===== config.mk =====
export PLATFORM = sky130hd
export DESIGN_NAME = simon_autoplayer
export DESIGN_NICKNAME = d
export VERILOG_FILES = /design/src/rtl/simon_pkg.sv /design/src/rtl/milli_tick.sv /design/src/rtl/simon_autoplayer.sv
export SDC_FILE = /design/constraint.sdc
export NUM_CORES = 1
export LEC_CHECK = 0
export BUFFER_PORTS_ARGS = -buffer_cell sky130_fd_sc_hd__clkbuf_2
export CORE_UTILIZATION = 55
export DETAILED_ROUTE_END_ITERATION = 6
export GPL_ROUTABILITY_DRIVEN = 0
export GPL_TIMING_DRIVEN = 0
export PLACE_DENSITY = 0.77
export SLEW_MARGIN = 20
export SYNTH_ARGS = -nofsm -noshare
export SYNTH_HDL_FRONTEND = slang
export SYNTH_SLANG_ARGS = --single-unit

===== constraint.sdc =====
create_clock -name clk -period 3.55 [get_ports clk]
set_input_delay 0.1775 -clock clk [delete_from_list [all_inputs] [get_ports clk]]
set_output_delay 0.1775 -clock clk [all_outputs]
set_load 0.01 [all_outputs]

===== src/rtl/simon_pkg.sv =====
// Shared constants, FSM state encoding and small helpers for the Simon autoplayer.
//   MAX_GAME_LEN    - depth of the recorded-sequence memory
//   START_PRESS_MS  - length of the start-button press
//   LISTEN_GAP_MS   - silent LED time that ends a playback
//   ECHO_TIMEOUT_MS - longest wait for the game to echo a press
package simon_pkg;

  localparam int MAX_GAME_LEN    = 32;
  localparam int START_PRESS_MS  = 20;
  localparam int LISTEN_GAP_MS   = 250;
  localparam int ECHO_TIMEOUT_MS = 100;

  typedef enum logic [2:0] {
    S_IDLE,
    S_START_PRESS,
    S_LISTEN,
    S_PRESS,
    S_WAIT_OFF,
    S_HALT
  } state_t;

  function automatic logic [3:0] onehot4(input logic [1:0] i);
    return 4'b0001 << i;
  endfunction

  // Encode a one-hot LED pattern to its index; only called on one-hot values.
  function automatic logic [1:0] enc4(input logic [3:0] v);
    logic [1:0] r;
    case (v)
      4'b0010: r = 2'd1;
      4'b0100: r = 2'd2;
      4'b1000: r = 2'd3;
      default: r = 2'd0;
    endcase
    return r;
  endfunction

endpackage


===== src/rtl/milli_tick.sv =====
// Millisecond strobe generator.
//   clk, rst         - clock, synchronous active-high reset
//   ticks_per_milli  - clk cycles per millisecond minus one
//   ms_tick          - one-cycle pulse every ticks_per_milli+1 cycles
module milli_tick (
  input  logic        clk,
  input  logic        rst,
  input  logic [15:0] ticks_per_milli,
  output logic        ms_tick
);

  logic [15:0] cnt;

  always_ff @(posedge clk) begin
    if (rst) begin
      cnt     <= '0;
      ms_tick <= 1'b0;
    end else if (cnt == ticks_per_milli) begin
      cnt     <= '0;
      ms_tick <= 1'b1;
    end else begin
      cnt     <= cnt + 16'd1;
      ms_tick <= 1'b0;
    end
  end

endmodule


===== src/rtl/simon_autoplayer.sv =====
// Simon autoplayer: presses start, records the game's LED playback, then
// replays it on the buttons, waiting for each echo before the next press.
//   clk, rst          - clock, synchronous active-high reset
//   ticks_per_milli   - clk cycles per ms minus one
//   enable            - autoplay on
//   miss_req          - make the next press deliberately wrong
//   led               - game LEDs (observed)
//   btn               - button drive, one-hot or zero
//   level             - length of the last fully recorded sequence
//   busy/game_over/error - active, game-over seen, echo timeout
module simon_autoplayer
  import simon_pkg::*;
(
  input  logic        clk,
  input  logic        rst,
  input  logic [15:0] ticks_per_milli,
  input  logic        enable,
  input  logic        miss_req,
  input  logic [3:0]  led,
  output logic [3:0]  btn,
  output logic [5:0]  level,
  output logic        busy,
  output logic        game_over,
  output logic        error
);

  logic ms_tick;

  milli_tick u_milli_tick (
    .clk             (clk),
    .rst             (rst),
    .ticks_per_milli (ticks_per_milli),
    .ms_tick         (ms_tick)
  );

  state_t      state;
  logic [5:0]  count;
  logic [5:0]  idx;
  logic [7:0]  ms_cnt;
  logic [3:0]  led_prev;
  logic [3:0]  target;
  logic        miss_pend;
  logic [1:0]  seq [MAX_GAME_LEN];

  logic        rec;
  logic        miss_eff;
  logic [5:0]  nidx;
  logic [4:0]  rd_sel;
  logic [1:0]  seq_rd;
  logic [3:0]  press_btn;

  always_comb begin
    // Record only on a rising edge out of all-dark into a single LED.
    rec       = (state == S_LISTEN) && (led_prev == 4'b0000) && $onehot(led) &&
                (count < 6'(MAX_GAME_LEN));
    // A miss request stays pending until a press consumes it.
    miss_eff  = miss_pend | miss_req;
    nidx      = idx + 6'd1;
    // Entry from LISTEN always starts at seq[0]; from WAIT_OFF at the next index.
    rd_sel    = (state == S_WAIT_OFF) ? nidx[4:0] : 5'd0;
    seq_rd    = seq[rd_sel];
    press_btn = onehot4(seq_rd + {1'b0, miss_eff});
  end

  always_ff @(posedge clk) begin
    if (rec) seq[count[4:0]] <= enc4(led);
  end

  always_ff @(posedge clk) begin
    if (rst) begin
      state     <= S_IDLE;
      btn       <= 4'b0000;
      level     <= '0;
      busy      <= 1'b0;
      game_over <= 1'b0;
      error     <= 1'b0;
      count     <= '0;
      idx       <= '0;
      ms_cnt    <= '0;
      led_prev  <= 4'b0000;
      target    <= 4'b0000;
      miss_pend <= 1'b0;
    end else begin
      led_prev <= led;
      if (miss_req) miss_pend <= 1'b1;

      if (!enable) begin
        state     <= S_IDLE;
        btn       <= 4'b0000;
        busy      <= 1'b0;
        miss_pend <= 1'b0;
        if (state != S_IDLE && led == 4'b1111) game_over <= 1'b1;
      end else if (state != S_IDLE && led == 4'b1111) begin
        state     <= S_HALT;
        btn       <= 4'b0000;
        busy      <= 1'b1;
        game_over <= 1'b1;
      end else begin
        case (state)
          S_IDLE: begin
            state     <= S_START_PRESS;
            btn       <= 4'b0001;
            busy      <= 1'b1;
            game_over <= 1'b0;
            error     <= 1'b0;
            ms_cnt    <= '0;
          end

          S_START_PRESS: begin
            if (ms_tick) begin
              if (ms_cnt == 8'(START_PRESS_MS - 1)) begin
                btn    <= 4'b0000;
                count  <= '0;
                ms_cnt <= '0;
                state  <= S_LISTEN;
              end else begin
                ms_cnt <= ms_cnt + 8'd1;
              end
            end
          end

          S_LISTEN: begin
            if (rec) count <= count + 6'd1;
            if (led != 4'b0000) begin
              ms_cnt <= '0;
            end else if (ms_tick) begin
              if (ms_cnt == 8'(LISTEN_GAP_MS - 1)) begin
                // Timer parks at the limit until something has been recorded.
                if (count != 6'd0) begin
                  level     <= count;
                  idx       <= '0;
                  btn       <= press_btn;
                  target    <= press_btn;
                  ms_cnt    <= '0;
                  miss_pend <= 1'b0;
                  state     <= S_PRESS;
                end
              end else begin
                ms_cnt <= ms_cnt + 8'd1;
              end
            end
          end

          S_PRESS: begin
            if (led == target) begin
              btn   <= 4'b0000;
              state <= S_WAIT_OFF;
            end else if (ms_tick) begin
              if (ms_cnt == 8'(ECHO_TIMEOUT_MS - 1)) begin
                btn   <= 4'b0000;
                error <= 1'b1;
                state <= S_HALT;
              end else begin
                ms_cnt <= ms_cnt + 8'd1;
              end
            end
          end

          S_WAIT_OFF: begin
            if (led == 4'b0000) begin
              idx <= nidx;
              if (nidx == level) begin
                count  <= '0;
                ms_cnt <= '0;
                state  <= S_LISTEN;
              end else begin
                btn       <= press_btn;
                target    <= press_btn;
                ms_cnt    <= '0;
                miss_pend <= 1'b0;
                state     <= S_PRESS;
              end
            end
          end

          S_HALT: btn <= 4'b0000;

          default: begin
            state <= S_IDLE;
            btn   <= 4'b0000;
            busy  <= 1'b0;
          end
        endcase
      end
    end
  end

endmodule


==> flow_summary_export.csv, run 1 <==
group,metric,value,unit
route,routed.top_layer,"met4",
route,ant_nets,0,
synth,synth.avg_cell_area,10.1,um^2
die,dieArea,12300,um^2
setup_path,setup.reg_to_reg.worst_slack,120,ps
synth,ys.flop_type,"sky130_fd_sc_hd__edfxtp_1",
power_and_ir_drop,power_per_cell_area,453,nW/um^2
setup_path,r2r-end,"target[0]",
synth,postSynthNetCount,681,
hold_path,hold_path_class,"in -> reg",
route,wl_met2,7520,um
timing,achievable-frequency,292,MHz
timing,setup_repair_after_global_routing_missed_its_margin,"no",
synth,netlist_top_cells_count,"95 x sky130_fd_sc_hd__nor2_1, 64 x sky130_fd_sc_hd__edfxtp_1, 62 x sky130_fd_sc_hd__dfxtp_1, 56 x sky130_fd_sc_hd__nand2_1, 36 x sky130_fd_sc_hd__xor2_1",
die,start_util,56.8,%
setup_path,worstSetupEndpointType,"flip-flop",
placement,placement.setup.worst_slack,-566,ps
setup_path,worstReg2RegStart,"idx[1]",
global_route,grt_max_degree,33,
synth,synth_edf_count,64,
setup_path,timing.critical_path.to,"target[0]",
clock_tree,cts_tree,"done",
setup_path,critical_path.top_delay_family,"multiplexers",
setup_path,worst-r2r-cell-count,14,
route,wirelength_met1,6610,um
flow_run,count_of_max_cap_constraint_violations,0,
power_and_ir_drop,leakagePower,2.64,nW
setup_path,cp.arrival,3790,ps
setup_path,setup.worst_path.start_class,"flip-flop",
synth,yosys.area.top_type,"sky130_fd_sc_hd__edfxtp_1",
global_route,grt_remaining_overflow,0,
synth,synth.cell_area,6510,um^2
die,floorplan.die.height,111,um
route,drtIter0Drc,469,
cells_and_area,flow.area_growth_from_synthesis,14.9,%
setup_path,setup.worst_path.start,"idx[1]",
global_route,initial_antenna_violation_count,0,
placement,dp.final_hpwl,11000,um
global_route,globalRouteTotalUtil,26.7,%
synth,synth_cells,642,
timing,worst_slew_pin_slew,1040,ps
synth,yosys_register_bits,126,
timing,setup_viol,0,
setup_path,critical_path.max_stage_delay,560,ps
cells_and_area,final_net_count,734,
run_status,outcome,"complete, no violations",
cells_and_area,multi_input_comb_area,3210,um^2
die,rows,39,
route,route.met3.wl,1250,um
setup_path,crit_path_frequent_cell,"sky130_fd_sc_hd__buf_6",
cells_and_area,fillers,882,
cells_and_area,drive_gt1_share,17.2,%
clock_tree,cts.sinks,126,
global_route,grt_first_pass_wirelength,25400,um
clock_tree,clock_tree.buffer_depth,2,
clock_tree,cts_max_level,4,
timing,clock_skew,10.4,ps
timing,post-route-worst-setup-slack,121,ps
synth,yosysTopAreaCellShare,29.5,%
setup_path,worstSetupPathType,"reg -> reg",
timing,post-route-min-period,3430,ps
timing,relSlewSlack,30.2,%
route,final_routed_wirelength,15800,um
clock_tree,cts-root-buf,"sky130_fd_sc_hd__clkbuf_16",
setup_path,cp.depth,14,
placement,port_bufs,34,
synth,synthMostInstantiatedCell,"sky130_fd_sc_hd__nor2_1",
power_and_ir_drop,ir_drop,0.000366,V
synth,synth_async_sr_flop_share,0,%
route,drt-wirelength-per-cell,18.5,um
synth,distinct_cell_type_count_after_synthesis,87,
global_route,first_global_vias,5174,
die,core,11500,um^2
route,dr.pass1.iters,5,
clock_tree,clk-insertion-delay-late,420,ps
setup_path,crit_path_top_delay_cell,"sky130_fd_sc_hd__mux4_2",
route,route.detailed.vias_per_inst,6.20,
hold_path,holdPathStages,3,
die,io-pin-count,37,
synth,synth_area_leaders,"sky130_fd_sc_hd__edfxtp_1 30%, sky130_fd_sc_hd__dfxtp_1 19%, sky130_fd_sc_hd__nor2_1 5.5%",
setup_path,cp_cell_sequence,"ha_2, buf_6, buf_6, buf_4, mux2_2, o221ai_1, mux4_2, o31ai_4, ha_4, nor2_1, nand3_1, nor3_2, a21boi_2, a311o_1",
setup_path,worstPathRequired,3910,ps
timing,post-route-period-util,96.6,%
synth,ys_warn_count,0,
setup_path,critPathMaxFanout,10,
cells_and_area,regArea,3160,um^2
route,post-route-drc-count,0,
timing,timing_max_transition_violations_final,0,
route,vias,5275,
timing,timing.final.hold_violations,0,
synth,synth-seq-area-share,48.6,%
die,die_w,111,um
cells_and_area,num_antenna_cells,0,
clock_tree,path_clk_slew,60,ps
cells_and_area,final_util,65.3,%
clock_tree,postCtsSetupBuffers,0,
setup_path,timing.critical_path.buf_inv,3,
clock_tree,tritoncts.num_buffers,17,
## what timing repair did
item                       in CTS  in global routing
resized for setup              11                  9
hold buffers                    0                  0
setup endpoints to repair       8                  8
pin swaps                       0                  1
## cells in the final DEF, fill, tap and decap left out, drive strengths merged, types with 7 or more instances in the layout
| cell | Yosys | layout |
|---|---|---|
| nor3 | 16 | 16 |
| ha | 14 | 14 |
| nor3b | 8 | 8 |
| nor2 | 96 | 96 |
| xor2 | 36 | 36 |
| clkbuf | 14 | 70 |
| xnor2 | 17 | 17 |
| nand3 | 36 | 36 |
| and3 | 11 | 11 |
| a21oi | 30 | 30 |
| dfxtp | 62 | 62 |
| o21ai | 19 | 19 |
| edfxtp | 64 | 64 |
| mux2i | 9 | 9 |
| nand3b | 7 | 7 |
| a211oi | 7 | 7 |
| clkinv | 2 | 9 |
| buf | 13 | 14 |
| nand2 | 56 | 56 |
| inv | 16 | 16 |
| nor4 | 9 | 9 |
## worst min-delay path, cell delays in order
cell                       delay (ps)
sky130_fd_sc_hd__clkbuf_2         130
sky130_fd_sc_hd__nand3_1           90
sky130_fd_sc_hd__a21oi_1           40
## cell families after synthesis
group           count (synthesis)  share of synthesized area, %
compound gates                103                          11.1
xor+xnor                       54                          7.76
fa+ha+maj                      15                          3.00
buf+inv                        45                          2.98
flops                         126                          48.6
mux                            18                          3.80
simple gates                  281                          22.8
## metal layers
layer | vias to the layer above | track usage, %
li1 | 2451 | -
met1 | 2538 | 34.2
met2 | 249 | 43.1
met3 | 37 | 6.51
met4 | 0 | 11.5
met5 | - | 0
## final cells by class
cell class	instances	share of cell area [%]
multi-input cells	471	42.9
plain buffers	26	1.94
well taps	143	2.39
clock inverters	9	0.920
repair buffers	35	2.42
flip-flops and latches	126	42.3
clock buffers	23	6.25
inverters	18	0.903
## flip-flops by register name, indices dropped and copies added (netlist names)
name                  flops
btn                       4
busy                      1
count                     6
error                     1
game_over                 1
idx                       6
led_prev                  4
level                     6
miss_pend                 1
ms_cnt                    8
seq                      64
state                     3
target                    4
u_milli_tick.cnt         16
u_milli_tick.ms_tick      1
## report_power, final
part	internal, W	switching (W)
combinational	0.0000892	0.000153
clock	0.000984	0.000604
sequential	0.00154	0.0000176
total	0.00262	0.000775
## worst min-delay path by stage
stage	slack [ps]	startpoint	to
2_1_floorplan	320	enable	miss_pend
3_5_place_dp	470	idx[5]	idx[5]
6_report	60	enable	miss_pend
5_1_grt	80	enable	miss_pend
4_1_cts	50	enable	miss_pend
3_3_place_gp	460	idx[5]	idx[5]
## stage by stage
stage / hold WS, ps / TNS (ps) / total power [W] / instance area (um^2) / instances
4_1_cts: 54.9 / 0 / 0.00339 / 7450 / 851
2_1_floorplan: 322 / 0 / 0.00175 / 6510 / 642
3_5_place_dp: 474 / -3490 / 0.00182 / 6870 / 820
6_report: 62.2 / 0 / 0.00339 / 7480 / 851
3_3_place_gp: 462 / -3580 / 0.00181 / 6860 / 819
5_1_grt: 79.1 / 0 / 0.00348 / 7480 / 851
(Power assumes the default switching activity.)
==> run 2, diff against run 1 <==
--- a/config.mk
+++ b/config.mk
@@ -6,6 +6,7 @@
 export NUM_CORES = 1
 export LEC_CHECK = 0
 export BUFFER_PORTS_ARGS = -buffer_cell sky130_fd_sc_hd__clkbuf_2
+export CORE_ASPECT_RATIO = 1.1
 export CORE_UTILIZATION = 55
 export DETAILED_ROUTE_END_ITERATION = 6
 export GPL_ROUTABILITY_DRIVEN = 0
==> flow_summary_export.csv, run 2 (same netlist as run 1, synthesis figures left out) <==
group,metric,value,unit
route,post-route-drc-count,0,
route,route.detailed.vias_per_inst,6.12,
timing,post-route-min-period,3450,ps
cells_and_area,fillers,915,
placement,dp.final_hpwl,10700,um
flow_run,count_of_max_cap_constraint_violations,0,
setup_path,worst-r2r-cell-count,14,
clock_tree,clock_tree.buffer_depth,2,
route,drt-wirelength-per-cell,18.3,um
die,dieArea,12300,um^2
power_and_ir_drop,power_switching_share,22.8,%
power_and_ir_drop,intPower,0.00280,W
placement,placement.setup.worst_slack,-548,ps
global_route,grt_first_pass_wirelength,25100,um
setup_path,worstPathRequired,3920,ps
cells_and_area,layout.cells.non_filler,857,
placement,cells_after_dpl,826,
timing,timing_max_transition_violations_final,0,
timing,post-route-period-util,97.2,%
timing,timing.final.hold_violations,0,
run_status,outcome,"complete, no violations",
cells_and_area,flow.area_growth_from_synthesis,16.3,%
cells_and_area,regArea,3170,um^2
setup_path,critPathMaxFanout,10,
timing,worst_slew_pin_slew,929,ps
setup_path,cp.depth,14,
timing,relSlewSlack,37.5,%
timing,setup_viol,0,
route,final_routed_wirelength,15700,um
die,start_util,56.7,%
clock_tree,clk-insertion-delay-late,430,ps
route,dr.pass1.iters,5,
cells_and_area,num_antenna_cells,0,
clock_tree,cts-root-buf,"sky130_fd_sc_hd__clkbuf_16",
placement,port_bufs,34,
clock_tree,tritoncts.num_buffers,17,
cells_and_area,layout_common_cells,"94 x sky130_fd_sc_hd__nor2_1, 64 x sky130_fd_sc_hd__edfxtp_1, 60 x sky130_fd_sc_hd__dfxtp_1",
global_route,first_global_vias,5020,
setup_path,worstSetupEndpointType,"flip-flop",
hold_path,hold_path_class,"in -> reg",
power_and_ir_drop,ir_drop,0.000366,V
die,rows,41,
clock_tree,postCtsSetupBuffers,0,
timing,clock_skew,7.10,ps
die,floorplan.die.height,116,um
power_and_ir_drop,power.share.clock,50.2,%
hold_path,holdPathStages,3,
setup_path,timing.critical_path.buf_inv,3,
setup_path,setup.worst_path.start_class,"flip-flop",
cells_and_area,final_area,7570,um^2
setup_path,critical_path.max_stage_delay,520,ps
power_and_ir_drop,netSwitchingPower,0.000825,W
setup_path,worstSetupPathType,"reg -> reg",
cells_and_area,final_net_count,733,
route,vias,5243,
route,drtIter0Drc,332,
timing,post-route-worst-setup-slack,98.8,ps
power_and_ir_drop,p_seq_share,43.1,%
setup_path,cp_cell_sequence,"ha_1, buf_4, buf_6, clkbuf_4, mux2_2, o221ai_1, mux4_2, o31ai_4, ha_4, nor2_1, nand3_1, nor3_2, a21boi_2, a311o_1",
route,ant_nets,0,
clock_tree,cts.sinks,126,
global_route,grt_max_degree,33,
die,io-pin-count,37,
timing,hold_slack,63.0,ps
global_route,initial_antenna_violation_count,0,
setup_path,cp.arrival,3820,ps
timing,achievable-frequency,290,MHz
clock_tree,cts_max_level,4,
clock_tree,cts_tree,"done",
setup_path,critical_path.top_delay_family,"multiplexers",
setup_path,crit_path_top_delay_cell,"sky130_fd_sc_hd__mux4_2",
placement,cell_area_after_placement,6880,um^2
timing,finalSetupTns,0,ps
cells_and_area,multi_input_comb_area,3220,um^2
power_and_ir_drop,share_comb_of_total_power,6.7,%
power_and_ir_drop,power_per_cell_area,478,nW/um^2
cells_and_area,largest_register_ff_count,64,
cells_and_area,layout.cells.most_common,"sky130_fd_sc_hd__nor2_1",
die,core,11500,um^2
global_route,grt_remaining_overflow,0,
power_and_ir_drop,leakagePower,2.67,nW
clock_tree,path_clk_slew,60,ps
clock_tree,cts_hold_bufs,0,
die,die_w,106,um
cells_and_area,drive_gt1_share,18.1,%
timing,setup_repair_after_global_routing_missed_its_margin,"no",
global_route,globalRouteTotalUtil,26.9,%
-- run 2: metal layers --
metal / vias up / global-route usage, % / routed length [um]
met3: 32 / 6.47 / 960
met2: 202 / 44.6 / 7590
met1: 2575 / 33.8 / 6810
met4: 0 / 12.3 / 358
met5: - / 0 / 0
li1: 2434 / - / -
-- run 2: path summary, 6_finish.rpt --
| path | startpoint | to | slack, ps |
|---|---|---|---|
| worst max-delay path | idx[0] | target[0] | 100 |
| worst min-delay path | enable | miss_pend | 60 |
| worst min register to register | btn[1] | btn[1] | 480 |
| worst max register to register | idx[0] | target[0] | 100 |
-- run 2: stage by stage --
step	util [%]	total power, W
floorplan	-	0.00175
global placement	59.8	0.00181
detailed placement	59.8	0.00182
CTS	65.5	0.00362
global route	65.9	0.00372
finish	65.9	0.00362
-- run 2: repair_timing --
item,CTS,global route
gates resized for setup,8,13
endpoints found under the setup margin,8,8
pin swaps,0,2
-- run 2: layout make-up --
type / instances / area share (%)
Tap cell: 150 / 2.48
Inverter: 18 / 0.893
Clock buffer: 19 / 6.13
Buffer: 26 / 1.87
Multi-Input combinational cell: 471 / 42.5
Clock inverter: 13 / 2.08
Sequential cell: 126 / 41.8
Timing Repair Buffer: 34 / 2.25
-- run 2: worst reg2reg max path: stages (launching register included) --
cell and delay (ps):
sky130_fd_sc_hd__dfxtp_1 320, sky130_fd_sc_hd__ha_1 290, sky130_fd_sc_hd__buf_4 190, sky130_fd_sc_hd__buf_6 170, sky130_fd_sc_hd__clkbuf_4 200, sky130_fd_sc_hd__mux2_2 260
sky130_fd_sc_hd__o221ai_1 110, sky130_fd_sc_hd__mux4_2 520, sky130_fd_sc_hd__o31ai_4 270, sky130_fd_sc_hd__ha_4 270, sky130_fd_sc_hd__nor2_1 110, sky130_fd_sc_hd__nand3_1 100
sky130_fd_sc_hd__nor3_2 250, sky130_fd_sc_hd__a21boi_2 220, sky130_fd_sc_hd__a311o_1 120
-- run 2: power groups by stage --
stage	logic (W)	clock network, W	registers [W]
2_1_floorplan	0.000160	0	0.00159
3_3_place_gp	0.000220	0	0.00159
3_5_place_dp	0.000226	0	0.00159
4_1_cts	0.000235	0.00183	0.00156
5_1_grt	0.000266	0.00189	0.00156
6_report	0.000242	0.00182	0.00156
